File: config.mk
export PLATFORM = sky130hd
export DESIGN_NAME = button_bank_flat
export DESIGN_NICKNAME = d
export VERILOG_FILES = /design/src/rtl/button_bank_if.sv /design/src/rtl/button_bank.sv /design/src/flat_wrapper.sv
export SDC_FILE = /design/constraint.sdc
export NUM_CORES = 1
export LEC_CHECK = 0
export ABC_CLOCK_PERIOD_IN_PS = 5700
export CAP_MARGIN = 20
export CELL_PAD_IN_SITES_DETAIL_PLACEMENT = 1
export CELL_PAD_IN_SITES_GLOBAL_PLACEMENT = 1
export CORE_MARGIN = 5
export CORE_UTILIZATION = 30
export CTS_BUF_LIST = sky130_fd_sc_hd__clkbuf_4
export DETAILED_ROUTE_END_ITERATION = 10
export DONT_BUFFER_PORTS = 1
export HOLD_SLACK_MARGIN = 0.05
export PLACE_DENSITY_LB_ADDON = 0.12
export SLEW_MARGIN = 5
export SYNTH_ARGS = -nofsm -noshare
export SYNTH_HDL_FRONTEND = slang
export SYNTH_SLANG_ARGS = --single-unit
export TNS_END_PERCENT = 100
File: constraint.sdc
create_clock -name clk -period 5.7 [get_ports clk]
set_input_delay 0.855 -clock clk [delete_from_list [all_inputs] [get_ports clk]]
set_output_delay 0.855 -clock clk [all_outputs]
set_load 0.02 [all_outputs]
File: src/rtl/button_bank_if.sv
// button_bank_if: key pins and debounced/pulse outputs of button_bank. N = channel count.
// Ports: key (raw pins), state (debounced level), press_pulse, depress_pulse, long_pulse, repeat_pulse.
interface button_bank_if #(parameter int N = 4);
  logic [N-1:0] key;
  logic [N-1:0] state;
  logic [N-1:0] press_pulse;
  logic [N-1:0] depress_pulse;
  logic [N-1:0] long_pulse;
  logic [N-1:0] repeat_pulse;
  modport master (output key, input state, press_pulse, depress_pulse, long_pulse, repeat_pulse);
  modport slave (input key, output state, press_pulse, depress_pulse, long_pulse, repeat_pulse);
endinterface

File: src/rtl/button_bank.sv
// button_bank: N-channel key synchroniser, debouncer, edge and long-press detector; clk, rst (sync active-high), bus (button_bank_if.slave); BUTTON_AUTOREPEAT_EN enables repeat_pulse.
module button_bank #(
  parameter int N = 4,
  parameter int ACTIVE_LOW = 0,
  parameter int DB_CYCLES = 131072,
  parameter int LONG_CYCLES = 50000000,
  parameter int REPEAT_CYCLES = 10000000
) (
  input logic clk,
  input logic rst,
  button_bank_if.slave bus
);
  localparam int DW = $clog2(DB_CYCLES);
  localparam int HW = $clog2(LONG_CYCLES + 1);
  localparam logic [DW-1:0] DB_MAX = DW'(DB_CYCLES - 1);
  localparam logic [HW-1:0] HC_MAX = HW'(LONG_CYCLES);
  localparam logic [HW-1:0] HC_PRE = HW'(LONG_CYCLES - 1);
  localparam logic [N-1:0] REL = (ACTIVE_LOW != 0) ? '1 : '0;
  logic [N-1:0] s1, s2, s3, ks, state, state_n, prev, lp, rp;
  logic [DW-1:0] dbc [N];
  logic [DW-1:0] dbc_n [N];
  logic [HW-1:0] hc [N];
  assign ks = s3 ^ REL;
  always_comb begin
    state_n = state;
    dbc_n = dbc;
    for (int i = 0; i < N; i++) begin
      dbc_n[i] = (ks[i] == state[i] || dbc[i] == DB_MAX) ? '0 : dbc[i] + 1'b1;
      state_n[i] = (ks[i] != state[i] && dbc[i] == DB_MAX) ? ~state[i] : state[i];
    end
  end
  always_ff @(posedge clk) begin
    if (rst) begin
      {s3, s2, s1} <= {3{REL}};
      state <= '0;
      prev <= '0;
      lp <= '0;
      for (int i = 0; i < N; i++) begin
        dbc[i] <= '0;
        hc[i] <= '0;
      end
    end else begin
      {s3, s2, s1} <= {s2, s1, bus.key};
      state <= state_n;
      prev <= state;
      dbc <= dbc_n;
      for (int i = 0; i < N; i++) begin
        hc[i] <= (state[i] && state_n[i]) ? ((hc[i] == HC_MAX) ? hc[i] : hc[i] + 1'b1) : '0;
        // fires on the edge where hc reaches LONG_CYCLES, gated by the level that will hold after it
        lp[i] <= state[i] && state_n[i] && hc[i] == HC_PRE;
      end
    end
  end
`ifdef BUTTON_AUTOREPEAT_EN
  localparam int RW = $clog2(REPEAT_CYCLES);
  localparam logic [RW-1:0] RC_MAX = RW'(REPEAT_CYCLES - 1);
  logic [RW-1:0] rc [N];
  // rc is zero in the long_pulse cycle and then counts modulo REPEAT_CYCLES while held
  always_ff @(posedge clk) begin
    if (rst) begin
      rp <= '0;
      for (int i = 0; i < N; i++) rc[i] <= '0;
    end else begin
      for (int i = 0; i < N; i++) begin
        rc[i] <= (state_n[i] && hc[i] == HC_MAX && rc[i] != RC_MAX) ? rc[i] + 1'b1 : '0;
        rp[i] <= state_n[i] && hc[i] == HC_MAX && rc[i] == RC_MAX;
      end
    end
  end
`else
  assign rp = '0;
`endif
  assign bus.state = state;
  assign bus.press_pulse = state & ~prev;
  assign bus.depress_pulse = ~state & prev;
  assign bus.long_pulse = lp;
  assign bus.repeat_pulse = rp;
endmodule
File: src/flat_wrapper.sv
// flat-port wrapper written by rule: the top's interface ports become plain ports
module button_bank_flat 
#(
  parameter int N = 4,
  parameter int ACTIVE_LOW = 0,
  parameter int DB_CYCLES = 131072,
  parameter int LONG_CYCLES = 50000000,
  parameter int REPEAT_CYCLES = 10000000
)
  (clk, rst, bus_key, bus_state, bus_press_pulse, bus_depress_pulse, bus_long_pulse, bus_repeat_pulse);
  button_bank_if #(.N(N)) bus_i ();
  input logic clk;
  input logic rst;
  input wire logic [$bits(bus_i.key)-1:0] bus_key;
  output wire logic [$bits(bus_i.state)-1:0] bus_state;
  output wire logic [$bits(bus_i.press_pulse)-1:0] bus_press_pulse;
  output wire logic [$bits(bus_i.depress_pulse)-1:0] bus_depress_pulse;
  output wire logic [$bits(bus_i.long_pulse)-1:0] bus_long_pulse;
  output wire logic [$bits(bus_i.repeat_pulse)-1:0] bus_repeat_pulse;
  assign bus_i.key = bus_key;
  assign bus_state = bus_i.state;
  assign bus_press_pulse = bus_i.press_pulse;
  assign bus_depress_pulse = bus_i.depress_pulse;
  assign bus_long_pulse = bus_i.long_pulse;
  assign bus_repeat_pulse = bus_i.repeat_pulse;
  button_bank #(.N(N), .ACTIVE_LOW(ACTIVE_LOW), .DB_CYCLES(DB_CYCLES), .LONG_CYCLES(LONG_CYCLES), .REPEAT_CYCLES(REPEAT_CYCLES)) u_core (.clk(clk), .rst(rst), .bus(bus_i));
endmodule
### Word level (Yosys, flattened, before mapping)

Memory sizes are Yosys's and may differ from the RTL's.
Index checks and enable logic that the tools add are counted.

* register bits after elaboration: 92
* RAM bits: 104
* input bits: 6
* logic and storage cells: 90
* memories: 1

Memory list
* u_core.hc: words 4, width 26, rd ports 4, clocked after Yosys merged registers in 0, write ports 4, line button_bank.sv:22 `logic [HW-1:0] hc [N];`

* add/sub/neg operators: 8
* equality and inequality tests: 20
* muxes and demuxes: 19
* bitwise gates (word level): 12
* reduce and logical (&&, ||, !) cells: 20

Operators by type and width (number)
* $mux W26: 12
* $eq A26 B26 Y1 const B: 8
* $add A26 B1 Y26 const B: 4
* $add A17 B1 Y17 const B: 4
* $eq A17 B17 Y1 const B: 4
* $logic_and A1 B1 Y1: 12
* $and A4 B4 Y4: 2
* $not A4 Y4: 2
* $reduce_or A2 Y1: 4
* $mux W1: 7
* $eq A1 B1 Y1: 4
* $logic_or A1 B1 Y1: 4
* $ne A1 B1 Y1: 4
* $not A1 Y1: 4
* $or A1 B1 Y1: 4

### Depth between registers and ports, before layout

* depth in word-level cells: 6
* gate-level depth with buffers: 10

### Worst setup path after synthesis

Ideal clock, no wire load.

* kind: register to register
* start point: reg u_core.dbc[51] in the netlist's numbering
* end point: mem u_core.hc[0][11] in the netlist's numbering
* library setup time: 129 ps
* arrival time: 2136 ps
* data required time: 5571 ps
* path slack: 3435 ps
* cell stages (with the launch flop): 10
* period minus slack after synthesis: 2265 ps
* cell sequence: dfxtp_1 -> ha_1 -> nand4_1 -> nor3_1 -> and3_1 -> ha_1 -> inv_1 -> o21ai_1 -> clkbuf_1 -> nor2_1

RTL lines
* start, declared: line button_bank.sv:20 `logic [DW-1:0] dbc [N];`
* start signal, assigned: line button_bank.sv:46 `dbc <= dbc_n;`
* end, declared: line button_bank.sv:22

### Worst setup path in the final report

* start point: reg u_core.state[1], in the netlist u_core.bus.state[1]
* end point: out bus_press_pulse[1]

* longest elaborated chain between the ends: 1

RTL lines
* start, declared: line button_bank.sv:19 `logic [N-1:0] s1, s2, s3, ks, state, state_n, prev, lp, rp;`
* start signal, assigned: line button_bank.sv:44 `state <= state_n;`
* $and A4 B4 Y4: line button_bank.sv:74 `assign bus.press_pulse = state & ~prev;`
* end, declared: line flat_wrapper.sv:16 `output wire logic [$bits(bus_i.press_pulse)-1:0] bus_press_pulse;`

Every way passes these cells.

==> reports/qor.csv <==
metric,value,unit
status,"complete, no violations",
Worst-Margin Slew,0.824,ns
clk_skew,0.0244,ns
Total GRT Usage,11.5,%
min Tclk post-route,2.52,ns
initial antenna violation count,1,
clock tree from TritonCTS,built,
Critical Path Start Type,flip-flop,
maximum clock frequency,0.397,GHz
"Primary FF master, synth",dfxtp_1,
post-synthesis cell type count,43,
CTS Hold Bufs,0,
MaxCap Viol Count,0,
Fin. Hold Viols,0,
Cell Pwr Density,231,mW/mm2
CP cell instances,nor2b_1,
root buf cell,clkbuf_4,
Post-synth EDFFs,0,
Post-route DRC,0,
Final Cycle Share,44.2,%
share of layout cells above drive strength 1,6.41,%
Ports,26,
Post-Synthesis Cell Area,0.00856,mm2
Worst path max stage delay,0.67,ns
global route overflow,0,
Die ar.,0.0320,mm2
commonest cells in the netlist,"dfxtp_1, nor2_1, xor2_1, nand3_1, xnor2_1",
required time worst endpoint,4.85,ns
Clock Tree Buf Depth,2,
RR Startpoint,u_core.dbc[51],
yosys synthesis warning count,0,
sum of negative setup slack,0,ns
routed length per instance,12.9,um
RSZ-0062 raised after global routing,no,
first-pass GRT wire length,30400,um
routed wire length,17300,um
HP Start,rst,
Synth area leader,dfxtp_1,
initial core utilization,30.5,%
core area,0.0280,mm2
num rows,61,
post-synth top area share,45.9,%
Worst EP arrival,1.67,ns
sequential cell area fraction in the yosys report,45.9,%
htree depth,4,
Final #Nets,978,
Die W,179,um
Port Buffer Count,0,
Pins Over Slew Limit,0,
cts bufs inserted,17,
CTS sink cnt,196,
final number of setup-violating endpoints,0,
DR vias/cell,4.61,
Hold WC Path Type,primary input to flip-flop,
Yosys reg bits,196,
synth top area cells,"dfxtp_1, xor2_1, nor2_1",
Post-DP HPWL,11800,um
vias in the first global route,6253,
Static Leak,2.81,nW
slowest CP cell,dfxtp_1,
Crit Path Class,flip-flop to output port,
syn avg cell area,8.94,um2
Post-synth ARST share,0,%
Final ANT Viol Nets,0,
clock latency on the worst-skew pair,0.57,ns
# resized after CTS,0,
placed cell area,0.00895,mm2
final core area utilization,32.9,%
peak fanout along the critical path,6,
Synth Instances,957,
CP Buf/Inv Count,0,
largest net degree at the start of global routing,28,
First-pass DRT Iterations,7,
post-route cell area,0.00923,mm2
Die Y,179,um
P&R area growth vs syn,7.82,%
Final Power,0.00214,W
postcts setup bufs,0,
most common cell in the netlist,dfxtp_1,
endpoint type of the worst setup path,output port,
Worst setup startpoint,u_core.bus.state[1],
First DRT Iteration DRCs,266,
Slew HR,44.6,%
routed vias,6203,
final-layout fill cell count,3298,
dominant delay contributor by cell family on the critical path,flip-flops,
"Reg clk slew, reported paths",0.16,ns
Placer Congestion,0.707,
maximum vdd drop,143,uV
==> logic make-up (layout without fill, tap and decap cells) <==
kind of cell	count (synthesis)	after routing	synth area share [%]
other cells	1	6	0.0438
mux	8	8	0.936
simple gates	499	499	31.0
xor+xnor	146	146	14.9
flops	196	196	45.9
fa+ha+maj	16	16	2.34
buf+inv	62	69	3.10
compound gates	29	29	1.75
==> routing by layer <==
layer  wire length, um  GRT usage [%]  part of all wire (%)
met3               389           2.64                   2.2
met5                 0              0                     0
met1              8830           15.3                    51
met4               168           2.88                  0.97
met2              7930           18.7                    46
==> metrics by stage <==
step / hold WS, ns / instances / worst slack [ns]
2_1_floorplan: 0.413 / 960 / 3.44
3_3_place_gp: 0.420 / 1315 / 3.32
3_5_place_dp: 0.427 / 1315 / 3.29
4_1_cts: 0.272 / 1345 / 3.06
5_1_grt: 0.259 / 1347 / 3.02
6_report: 0.348 / 1347 / 3.18
==> path summary, 6_finish.rpt <==
kind,slack [ns],cells past startpoint,endpoint
setup / recovery,3.18,1,bus_press_pulse[1]
hold / removal,0.35,1,u_core.bus.state[2]
setup reg to reg,3.27,10,u_core.bus.long_pulse[0]
hold reg to reg,0.45,1,u_core.s2[3]
==> power by group <==
group / total, W / leakage (nW) / internal (W) / switching (W)
combinational: 0.00000869 / 1.08 / 0.00000283 / 0.00000586
sequential: 0.00138 / 1.58 / 0.00137 / 0.00000197
clock: 0.000750 / 0.145 / 0.000264 / 0.000486
==> sequential cells by signal (all words and copies together), names as in the netlist <==
| signal | cells |
|---|---|
| u_core.hc | 104 |
| u_core.s2 | 4 |
| u_core.ks | 4 |
| u_core.bus.state | 4 |
| u_core.prev | 4 |
| u_core.s1 | 4 |
| u_core.bus.long_pulse | 4 |
| u_core.dbc | 68 |
==> cells in the final DEF, fill, tap and decap left out, types with 3 or more instances in the layout <==
cell	netlist	layout
and2_1	5	5
inv_1	35	35
nand4b_1	4	4
nand2_1	55	55
nor4_1	10	10
a21oi_1	14	14
clkbuf_4	0	18
nor4b_1	6	6
xnor2_1	61	61
nand3_1	63	63
ha_1	16	16
mux2i_1	8	8
buf_4	4	4
nor4_4	4	4
o21ai_0	9	9
nor4_2	4	4
nand4_1	38	38
nor2_1	186	186
or3_1	15	15
conb_1	1	4
o21ai_2	0	4
nor2b_1	25	25
or2_2	3	3
xor2_1	85	85
or4_1	4	4
nor3_1	26	26
and3_1	15	15
nor3_2	3	3
clkinv_2	0	3
and4_1	17	17
dfxtp_1	196	196
==> layout make-up <==
cell class	count	area (um2)	share of cell area, %
clock inverter	12	134	1.45
sequential	196	3920	42.5
antenna	2	5.00	0.0542
inverter	35	131	1.42
clock buffer	18	135	1.46
multi-input combinational	702	4390	47.6
tap	378	473	5.13
timing repair buffer	4	30.0	0.325
Power figures use the tool's default switching activity.
